<file path="src/rtl/muldiv_pkg.sv">
// Shared types for the RV32M multiply/divide unit and the execute-stage ALU.
package muldiv_pkg;

  typedef enum logic [2:0] {
    MUL    = 3'b000,
    MULH   = 3'b001,
    MULHSU = 3'b010,
    MULHU  = 3'b011,
    DIV    = 3'b100,
    DIVU   = 3'b101,
    REM    = 3'b110,
    REMU   = 3'b111
  } mdu_op_e;

  typedef enum logic [1:0] {IDLE, CALC, DONE} mdu_state_e;

  localparam logic [3:0] ALU_ADD  = 4'h0;
  localparam logic [3:0] ALU_SUB  = 4'h1;
  localparam logic [3:0] ALU_SLL  = 4'h2;
  localparam logic [3:0] ALU_SLT  = 4'h3;
  localparam logic [3:0] ALU_SLTU = 4'h4;
  localparam logic [3:0] ALU_XOR  = 4'h5;
  localparam logic [3:0] ALU_SRL  = 4'h6;
  localparam logic [3:0] ALU_SRA  = 4'h7;
  localparam logic [3:0] ALU_OR   = 4'h8;
  localparam logic [3:0] ALU_AND  = 4'h9;

endpackage

</file>
<file path="src/rtl/muldiv_if.sv">
// Request/response handshake bundle between the execute stage and muldiv_unit.
interface muldiv_if #(parameter int W = 32);
  logic         in_valid;
  logic         in_ready;
  logic [2:0]   op;
  logic [W-1:0] src_a;
  logic [W-1:0] src_b;
  logic         out_valid;
  logic         out_ready;
  logic [W-1:0] result;

  modport master (output in_valid, op, src_a, src_b, out_ready,
                  input  in_ready, out_valid, result);
  modport slave  (input  in_valid, op, src_a, src_b, out_ready,
                  output in_ready, out_valid, result);
endinterface

</file>
<file path="src/rtl/muldiv_step.sv">
// One radix-2 iteration on the {hi,lo} pair: shift-add multiply or restoring divide.
module muldiv_step #(
  parameter int W = 32
) (
  input  logic         i_is_div,
  input  logic [W-1:0] i_hi,
  input  logic [W-1:0] i_lo,
  input  logic [W-1:0] i_b,
  output logic [W-1:0] o_hi,
  output logic [W-1:0] o_lo
);

  logic [W:0] w_sum, w_sh, w_diff;

  always_comb begin
    w_sum  = {1'b0, i_hi} + (i_lo[0] ? {1'b0, i_b} : '0);
    w_sh   = {i_hi, i_lo[W-1]};
    w_diff = w_sh - {1'b0, i_b};
    if (i_is_div) begin
      // remainder < divisor keeps the shifted value below 2*divisor, so bit W is the borrow
      if (!w_diff[W]) begin
        o_hi = w_diff[W-1:0];
        o_lo = {i_lo[W-2:0], 1'b1};
      end else begin
        o_hi = w_sh[W-1:0];
        o_lo = {i_lo[W-2:0], 1'b0};
      end
    end else begin
      o_hi = w_sum[W:1];
      o_lo = {w_sum[0], i_lo[W-1:1]};
    end
  end

endmodule

</file>
<file path="src/rtl/muldiv_unit.sv">
// Iterative RV32M multiply/divide unit. Define MULDIV_FAST_MUL_EN for a single-cycle multiplier.
module muldiv_unit import muldiv_pkg::*; #(
  parameter int W = 32
) (
  input  logic    clk,
  input  logic    rst_n,
  input  logic    flush,
  muldiv_if.slave bus
);

  localparam int            CW   = $clog2(W);
  localparam logic [CW-1:0] LAST = CW'(W - 1);
  localparam logic [W-1:0]  MINV = {1'b1, {(W-1){1'b0}}};

  mdu_state_e    r_state, w_next;
  mdu_op_e       r_op, w_op;
  logic          r_neg;
  logic [CW-1:0] r_cnt;
  logic [W-1:0]  r_hi, r_lo, r_b, r_result;
  logic          w_accept, w_last, w_short, w_neg_a, w_neg_b, w_neg;
  logic [W-1:0]  w_abs_a, w_abs_b, w_short_res, w_hi_n, w_lo_n, w_calc_res;
  logic [2*W-1:0] w_prod;
`ifdef MULDIV_FAST_MUL_EN
  logic [2*W-1:0] w_fast, w_fast_s;
`endif

  assign bus.in_ready  = (r_state == IDLE);
  assign bus.out_valid = (r_state == DONE);
  assign bus.result    = r_result;
  assign w_op          = mdu_op_e'(bus.op);
  assign w_accept      = bus.in_valid && (r_state == IDLE) && !flush;
  assign w_last        = (r_cnt == LAST);

  always_comb begin : accept_decode
    w_neg_a     = bus.src_a[W-1] && (w_op inside {MULH, MULHSU, DIV, REM});
    w_neg_b     = bus.src_b[W-1] && (w_op inside {MULH, DIV, REM});
    w_abs_a     = w_neg_a ? -bus.src_a : bus.src_a;
    w_abs_b     = w_neg_b ? -bus.src_b : bus.src_b;
    // remainder follows the dividend; everything else follows the sign product
    w_neg       = (w_op inside {REM, REMU}) ? w_neg_a : (w_neg_a ^ w_neg_b);
    w_short     = 1'b0;
    w_short_res = '0;
    if (w_op[2] && bus.src_b == '0) begin
      w_short     = 1'b1;
      w_short_res = w_op[1] ? bus.src_a : '1;
    end else if ((w_op inside {DIV, REM}) && bus.src_a == MINV && bus.src_b == '1) begin
      w_short     = 1'b1;
      w_short_res = w_op[1] ? '0 : bus.src_a;
    end
`ifdef MULDIV_FAST_MUL_EN
    w_fast   = {{W{1'b0}}, w_abs_a} * {{W{1'b0}}, w_abs_b};
    w_fast_s = w_neg ? -w_fast : w_fast;
    if (!w_op[2]) begin
      w_short     = 1'b1;
      w_short_res = (w_op == MUL) ? w_fast_s[W-1:0] : w_fast_s[2*W-1:W];
    end
`endif
  end

  muldiv_step #(.W(W)) u_step (
    .i_is_div (r_op[2]),
    .i_hi     (r_hi),
    .i_lo     (r_lo),
    .i_b      (r_b),
    .o_hi     (w_hi_n),
    .o_lo     (w_lo_n)
  );

  // low half of a 2W negation equals the W-bit negation, so only REM needs its own
  always_comb begin : calc_result
    w_prod     = r_neg ? -{w_hi_n, w_lo_n} : {w_hi_n, w_lo_n};
    w_calc_res = w_prod[W-1:0];
    case (r_op)
      MULH, MULHSU, MULHU: w_calc_res = w_prod[2*W-1:W];
      REM, REMU:           w_calc_res = r_neg ? -w_hi_n : w_hi_n;
      default:             w_calc_res = w_prod[W-1:0];
    endcase
  end

  always_ff @(posedge clk or negedge rst_n) begin
    if (!rst_n) r_state <= IDLE;
    else        r_state <= w_next;
  end

  always_comb begin : next_state
    w_next = r_state;
    case (r_state)
      IDLE:    if (w_accept) w_next = w_short ? DONE : CALC;
      CALC:    if (flush) w_next = IDLE;
               else if (w_last) w_next = DONE;
      DONE:    if (flush || bus.out_ready) w_next = IDLE;
      default: w_next = IDLE;
    endcase
  end

  always_ff @(posedge clk or negedge rst_n) begin
    if (!rst_n) begin
      r_op     <= MUL;
      r_neg    <= 1'b0;
      r_cnt    <= '0;
      r_hi     <= '0;
      r_lo     <= '0;
      r_b      <= '0;
      r_result <= '0;
    end else if (w_accept) begin
      r_op  <= w_op;
      r_neg <= w_neg;
      r_cnt <= '0;
      r_hi  <= '0;
      r_lo  <= w_abs_a;
      r_b   <= w_abs_b;
      if (w_short) r_result <= w_short_res;
    end else if (r_state == CALC && !flush) begin
      r_hi  <= w_hi_n;
      r_lo  <= w_lo_n;
      r_cnt <= r_cnt + CW'(1);
      if (w_last) r_result <= w_calc_res;
    end
  end

endmodule
</file>
<file path="src/flat_wrapper.sv">
// flat-port wrapper written by rule: the top's interface ports become plain ports
module muldiv_unit_flat import muldiv_pkg::*;
#(
  parameter int W = 32
)
  (clk, rst_n, flush, bus_in_valid, bus_op, bus_src_a, bus_src_b, bus_out_ready, bus_in_ready, bus_out_valid, bus_result);
  muldiv_if #(.W(W)) bus_i ();
  input  logic clk;
  input  logic rst_n;
  input  logic flush;
  input wire logic [$bits(bus_i.in_valid)-1:0] bus_in_valid;
  input wire logic [$bits(bus_i.op)-1:0] bus_op;
  input wire logic [$bits(bus_i.src_a)-1:0] bus_src_a;
  input wire logic [$bits(bus_i.src_b)-1:0] bus_src_b;
  input wire logic [$bits(bus_i.out_ready)-1:0] bus_out_ready;
  output wire logic [$bits(bus_i.in_ready)-1:0] bus_in_ready;
  output wire logic [$bits(bus_i.out_valid)-1:0] bus_out_valid;
  output wire logic [$bits(bus_i.result)-1:0] bus_result;
  assign bus_i.in_valid = bus_in_valid;
  assign bus_i.op = bus_op;
  assign bus_i.src_a = bus_src_a;
  assign bus_i.src_b = bus_src_b;
  assign bus_i.out_ready = bus_out_ready;
  assign bus_in_ready = bus_i.in_ready;
  assign bus_out_valid = bus_i.out_valid;
  assign bus_result = bus_i.result;
  muldiv_unit #(.W(W)) u_core (.clk(clk), .rst_n(rst_n), .flush(flush), .bus(bus_i));
endmodule
</file>
<file path="config.mk">
export PLATFORM = sky130hd
export DESIGN_NAME = muldiv_unit_flat
export DESIGN_NICKNAME = d
export VERILOG_FILES = /design/src/rtl/muldiv_pkg.sv /design/src/rtl/muldiv_if.sv /design/src/rtl/muldiv_step.sv /design/src/rtl/muldiv_unit.sv /design/src/flat_wrapper.sv
export SDC_FILE = /design/constraint.sdc
export NUM_CORES = 1
export LEC_CHECK = 0
export CAP_MARGIN = 20
export CORE_MARGIN = 5
export CORE_UTILIZATION = 44
export DETAILED_ROUTE_END_ITERATION = 12
export GPL_ROUTABILITY_DRIVEN = 0
export SLEW_MARGIN = 15
export SYNTH_ARGS = -nofsm -noshare
export SYNTH_HDL_FRONTEND = slang
export SYNTH_SLANG_ARGS = --single-unit
</file>
<file path="constraint.sdc">
create_clock -name clk -period 11 [get_ports clk]
set_input_delay 2.2 -clock clk [delete_from_list [all_inputs] [get_ports clk]]
set_output_delay 2.2 -clock clk [all_outputs]
set_load 0.02 [all_outputs]
</file>
# Word level (Yosys, flattened, before mapping)
# Cells that the tools add are included.
# word_totals
reg_bits	139
latch_bits	0
mem_bits_rw	0
rom_bits	0
inputBits	72
output_inout_bits	34
word_cells	90
mem_count	0
# op_classes
addsub	7
mul	0
div_mod_pow	0
n_lt_le_gt_ge	0
eq_ne	19
n_shift	0
n_mux	33
bitwise_logic	1
reduce_logical	22
# op_table
cell	count
two-way mux 32 bit	19
negator 32 bit	3
== test 32 bit (second input constant)	2
two-way mux 64 bit	1
negator 64 bit	1
one-hot mux 32 bit (2 select lines)	1
adder 32 x 33 -> 33 bit	1
subtractor 33 x 32 -> 33 bit	1
logical NOT 32 bit	1
== test 3 bit (second input constant)	5
two-way mux 2 bit	5
two-way mux 5 bit	2
== test 3 x 2 -> 1 bit (second input constant)	3
logical AND 1 bit	8
nonzero test 2 bit	4
== test 3 x 1 -> 1 bit (second input constant)	2
one-hot mux 2 bit (3 select lines)	1
AND reduction 3 bit	2
adder 5 x 1 -> 5 bit (second input constant)	1
== test 5 bit (second input constant)	1
two-way mux 1 bit	4
!= test 2 x 1 -> 1 bit (second input constant)	2
nonzero test 4 bit	1
!= test 3 x 2 -> 1 bit (second input constant)	1
other kinds (10)	10

# Longest topological paths before layout
# depth
depth_word	9
depth_mapped	26

# Modules after synthesis
# A second synthesis with hierarchy kept.
# hier_totals
cells_unflattened	2091
area_unflattened_um2	15439.8
# modules_own_cells
module	n_inst	cells_per_inst	area_each_um2	seq_area_each_um2
muldiv_unit	1	1403	10618.9	3478.3
muldiv_step	1	688	4820.9	0.0

# Least setup slack after synthesis
# No wires, ideal clock.
# synth_path
kind	input port to flip-flop
start	input port bus_src_a[0]
end	register u_core.r_result[25] (netlist: u_core.bus.result[25])
setup_ns	0.128
arrival_ns	5.268
required_time_ns	10.872
slack_ns	5.605
path_stages	17
n_path_buf	3
path_cell_list	inv_1 -> ha_1 -> nand2_1 -> or3_1 -> nand2b_1 -> nor3_1 -> nand3_1 -> nor4_1 -> nand4_1 -> and2_1 -> nand2b_1 -> buf_2 -> and2_1 -> clkbuf_1 -> clkbuf_1 -> a211oi_1 -> nor3_1
# synth_between
elab_chain_len	7
elab_cells_between_ends	11
# synth_rtl
item	line	rtl
start: declaration	flat_wrapper.sv:13	input wire logic [$bits(bus_i.src_a)-1:0] bus_src_a;
== test 32 bit (*)	muldiv_unit.sv:46	end else if ((w_op inside {DIV, REM}) && bus.src_a == MINV && bus.src_b == '1) begin
logical AND 1 bit (*) (2 in series)	muldiv_unit.sv:46	
two-way mux 1 bit or two-way mux 32 bit (tied branches)	muldiv_unit.sv:46	
two-way mux 1 bit or two-way mux 32 bit (tied branches)	muldiv_unit.sv:43	if (w_op[2] && bus.src_b == '0) begin
!= test 2 bit (no line) or two-way mux 32 bit (tied branches)	-	
AND reduction 3 bit (no line) or two-way mux 32 bit (tied branches)	-	
end signal: assignment	muldiv_unit.sv:112	if (w_short) r_result <= w_short_res;
end signal: assignment	muldiv_unit.sv:117	if (w_last) r_result <= w_calc_res;
end: declaration	muldiv_unit.sv:19	logic [W-1:0] r_hi, r_lo, r_b, r_result;
# Every way passes the cells marked *; elsewhere a longest branch is shown, timed or not. The select of a mux whose other input is x is not followed.
# A chain may end at the register's enable or synchronous reset.

# Worst setup path in the final report
# layout_path
start	register u_core.r_lo[31]
end	register u_core.r_result[0] (netlist: u_core.bus.result[0])
# layout_between
elab_chain_len	9
elab_cells_between_ends	13
# layout_rtl
item	line	rtl
start: declaration	muldiv_unit.sv:19	
start signal: assignment	muldiv_unit.sv:110	r_lo <= w_abs_a;
start signal: assignment	muldiv_unit.sv:115	r_lo <= w_lo_n;
subtractor 33 x 32 -> 33 bit	muldiv_step.sv:18	w_diff = w_sh - {1'b0, i_b};
two-way mux 1 bit or two-way mux 32 bit (tied branches)	muldiv_step.sv:21	if (!w_diff[W]) begin
two-way mux 32 bit	muldiv_step.sv:19	if (i_is_div) begin
negator 64 bit or negator 32 bit (tied branches)	muldiv_unit.sv:71, muldiv_unit.sv:75	
two-way mux 64 bit or two-way mux 32 bit (tied branches)	muldiv_unit.sv:71, muldiv_unit.sv:75	
one-hot mux 32 bit (2 select lines) (*)	muldiv_unit.sv:73	case (r_op)
two-way mux 32 bit (*)	muldiv_unit.sv:117	
two-way mux 32 bit (*)	muldiv_unit.sv:113	end else if (r_state == CALC && !flush) begin
two-way mux 32 bit (*)	muldiv_unit.sv:105	end else if (w_accept) begin
# Marked as above.

==> flow_metrics.env <==
export IMPL_clock_power_share_pct=14.4
export IMPL_ios=106
export IMPL_critPathTopFamily="simple AND/OR/NAND/NOR gates"
export IMPL_htree_levels=4
export IMPL_synth_most_common_cell="nand2_1"
export IMPL_worst_pin_slew_ps=1170
export IMPL_cts_resized=0
export IMPL_ys_async_sr_fraction_pct=100
export IMPL_synthesis_nets=2108
export IMPL_swShare_pct=52.8
export IMPL_grt_setup_unrepaired="false"
export IMPL_start_util_pct=44.5
export IMPL_ir_drop_mv=0.130
export IMPL_dp_cells=2417
export IMPL_min_to="u_core.bus.result[1]"
export IMPL_yosys_area_top_type="dfrtp_1"
export IMPL_cts_hold_buffers=0
export IMPL_power_density_mw_per_mm2=273
export IMPL_postCtsSetupBuffers=0
export IMPL_cp_max_fo=26
export IMPL_period_share_pct=63.7
export IMPL_maxCapViolations=0
export IMPL_clockBufferDepth=2
export IMPL_fp_coreArea_mm2=0.0335
export IMPL_ys_warn_count=0
export IMPL_dr_pass1_iters=5
export IMPL_reg2reg_from="u_core.r_lo[31]"
export IMPL_syn_inst=1963
export IMPL_cp_cell_sequence="inv_1, ha_1, fa_1, nand2b_1, a21oi_1, o21ai_1, o21ai_1, nand3_1, a21oi_4, nor3_1, a21oi_1, ha_1, o21ai_1, or3_1, nor4_1, nand3_1, or3_1, nor2_1, nor2_1, nand3b_1, o21ai_0, a32oi_1, a31oi_1, a21oi_1"
export IMPL_synth_main_ff_cell="dfrtp_1"
export IMPL_cts_tree="done"
export IMPL_startpoint_type="flop"
export IMPL_synth_top_family_by_area="compound AO/OA/AOI/OAI gates"
export IMPL_worst_endpoint_required_ps=11360
export IMPL_final_area_mm2=0.0169
export IMPL_finalSetupTns_ps=0
export IMPL_crit_type="flop to flop"
export IMPL_setup_viol=0
export IMPL_cts_buffers_inserted=17
export IMPL_fin_skew_ps=14.9
export IMPL_grt_max_degree=103
export IMPL_leakage_nw=6.83
export IMPL_fmax_ghz=0.143
export IMPL_drt_iter0_markers=1723
export IMPL_yosys_area_share_adder_pct=6.29
export IMPL_hold_path_startpoint="u_core.bus.result[1]"
export IMPL_synth_mux_area_fraction_pct=3.13
export IMPL_synth_top_area_share_pct=23.3
export IMPL_cts_sinks=139
export IMPL_avgSynthCellArea_um2=7.60
export IMPL_drt_wirelength_per_cell_um=23.2
export IMPL_grt_pass1_wl_mm=87.7
export IMPL_final_nets=2135
export IMPL_wirelength_mm=56.9
export IMPL_clkTransAtPathRegs_ps=70
export IMPL_postRouteAntennaNets=0
export IMPL_die_w_um=194
export IMPL_fp_dieH_um=194
export IMPL_fin_cells=2450
export IMPL_seq_power_share_pct=18.4
export IMPL_overflow=0
export IMPL_synth_edf_count=0
export IMPL_slew_headroom_pct=21.7
export IMPL_holdPathStages=2
export IMPL_arrival_ps=7360
export IMPL_hold_viol=0
export IMPL_synthSimpleGateAreaFrac_pct=22.1
export IMPL_rr_worst_depth=24
export IMPL_grt_antenna_before_repair=1
export IMPL_rows=67
export IMPL_cp_slowest_stage_delay_ps=750
export IMPL_rrSetupSlack_ps=4000
export IMPL_clockRootBuffer="clkbuf_16"
export IMPL_drc=0
export IMPL_design_die_area_mm2=0.0377
export IMPL_whs_ps=490
export IMPL_status="complete, no violations"
export IMPL_synth_cell_type_count=102
export IMPL_fin_crit_ps=7000
export IMPL_netlist_top_cells_count="212 x nand2_1, 163 x a21oi_1, 160 x o21ai_0, 143 x nor2_1, 139 x dfrtp_1"
export IMPL_crit_path_top_delay_cell="a21oi_4"
export IMPL_syn_area_mm2=0.0149
export IMPL_numPortBuffers=105
export IMPL_areaGrowthSynthToFinish_pct=13.0
export IMPL_via_count=15700
export IMPL_via_per_inst=6.41
export IMPL_yosys_top_cells_area="dfrtp_1 23%, xnor2_1 6.2%, ha_1 6.0%"
export IMPL_maxSlewViolCount=0
export IMPL_synth_xor_area_share_pct=10.1
export IMPL_clock_latency_ps=440
export IMPL_power_total_mw=4.60
export IMPL_critPathCaptureType="flop"
export IMPL_yosysSeqAreaShare_pct=23.3
export IMPL_placed_area_mm2=0.0162
export IMPL_r2r_end="u_core.bus.result[0]"
export IMPL_grt_pass1_vias=14800
export IMPL_hpwl_mm=42.5
export IMPL_power_internal_mw=2.17
export IMPL_p_sw_mw=2.43
export IMPL_hold_class="flop to flop"
export IMPL_cp_num_buf_inv=1
export IMPL_synth_seq_cells=139
export IMPL_synth_compound_area_share_pct=30.1
export IMPL_layout_drive_gt1_share_pct=5.20
export IMPL_pwr_share_comb_pct=67.1
export IMPL_grt_use_total_pct=29.0
-- tightest hold or removal path, cell delays in order (launching register included) --
cell     delay, ps
dfrtp_1        350
nand2_1         50
o31ai_1         60
-- cell families (layout without fill, tap and decap cells) --
family | Yosys count | in the layout
multiplexers | 46 | 46
adder cells (fa/ha/maj) | 74 | 74
flip-flops | 139 | 139
AND/OR/NAND/NOR | 673 | 673
buffers and inverters | 178 | 216
XOR/XNOR | 172 | 172
AO/OA/AOI/OAI | 681 | 681
other | 0 | 1
-- state kept, by name (all words and copies together), names as in the netlist --
signal and count:
u_core.r_b 32, u_core.r_cnt 5, u_core.r_op 3, u_core.r_neg 1, u_core.r_hi 32, u_core.r_lo 32
u_core.bus.result 32, u_core.r_state 2
-- cell type report --
class                      instances  area (µm²)
sequential                       139        3480
clock buffer                      20         457
inverter                          60         225
fill                            3307       16700
tap                              448         561
multi-input combinational       1646       10700
timing repair buffer             126        1220
antenna                            1        2.50
clock inverter                    10         189
-- worst max path at each step --
stage / cells after the start / to / slack [ps] / start
final: 24 / u_core.bus.result[0] / 4000 / u_core.r_lo[31]
after global routing: 22 / u_core.bus.result[20] / 3520 / u_core.r_lo[31]
after CTS: 23 / u_core.bus.result[4] / 4150 / u_core.r_lo[31]
after detailed placement: 15 / u_core.bus.result[20] / 3860 / bus_src_a[0]
after global placement: 15 / u_core.bus.result[17] / 4090 / bus_src_a[0]
after floorplan: 17 / u_core.bus.result[25] / 5600 / bus_src_a[0]
-- cell usage in the layout, fill, tap and decap left out, types with 27 or more instances in the layout --
master             n
inv_1             58
xnor2_1          106
o221ai_1          27
nor2_1           142
a22o_1            27
nand2_1          212
nand4_1           33
nor3_1            61
ha_1              71
a21o_1            30
a211oi_1          28
and2_1            48
xor2_1            66
dfrtp_1          137
clkdlybuf4s50_1  104
a21oi_1          163
o21ai_0          160
nand3_1           44
mux2i_1           40
a31oi_1           44
-- power groups by stage --
| stage | Combinational, mW | Clock (mW) | Sequential (mW) |
|---|---|---|---|
| after floorplan | 2.27 | 0 | 0.739 |
| after global placement | 2.98 | 0 | 0.850 |
| after detailed placement | 2.99 | 0 | 0.854 |
| after CTS | 3.01 | 0.667 | 0.845 |
| after global routing | 3.34 | 0.687 | 0.861 |
| final | 3.09 | 0.663 | 0.848 |
-- per-layer routing --
metal  routed length, µm  global-route usage (%)
met5                   0                       0
met4                1680                    8.80
met3                4840                    5.66
met2               24800                    44.2
met1               25600                    41.6
-- per-stage QoR --
stage	worst slack, ps	util (%)
after detailed placement	3860	48.3
after global routing	3520	50.3
after global placement	4090	48.3
final	4000	50.3
after CTS	4150	50.2
after floorplan	5600	-
Power figures use the tool's default switching activity.
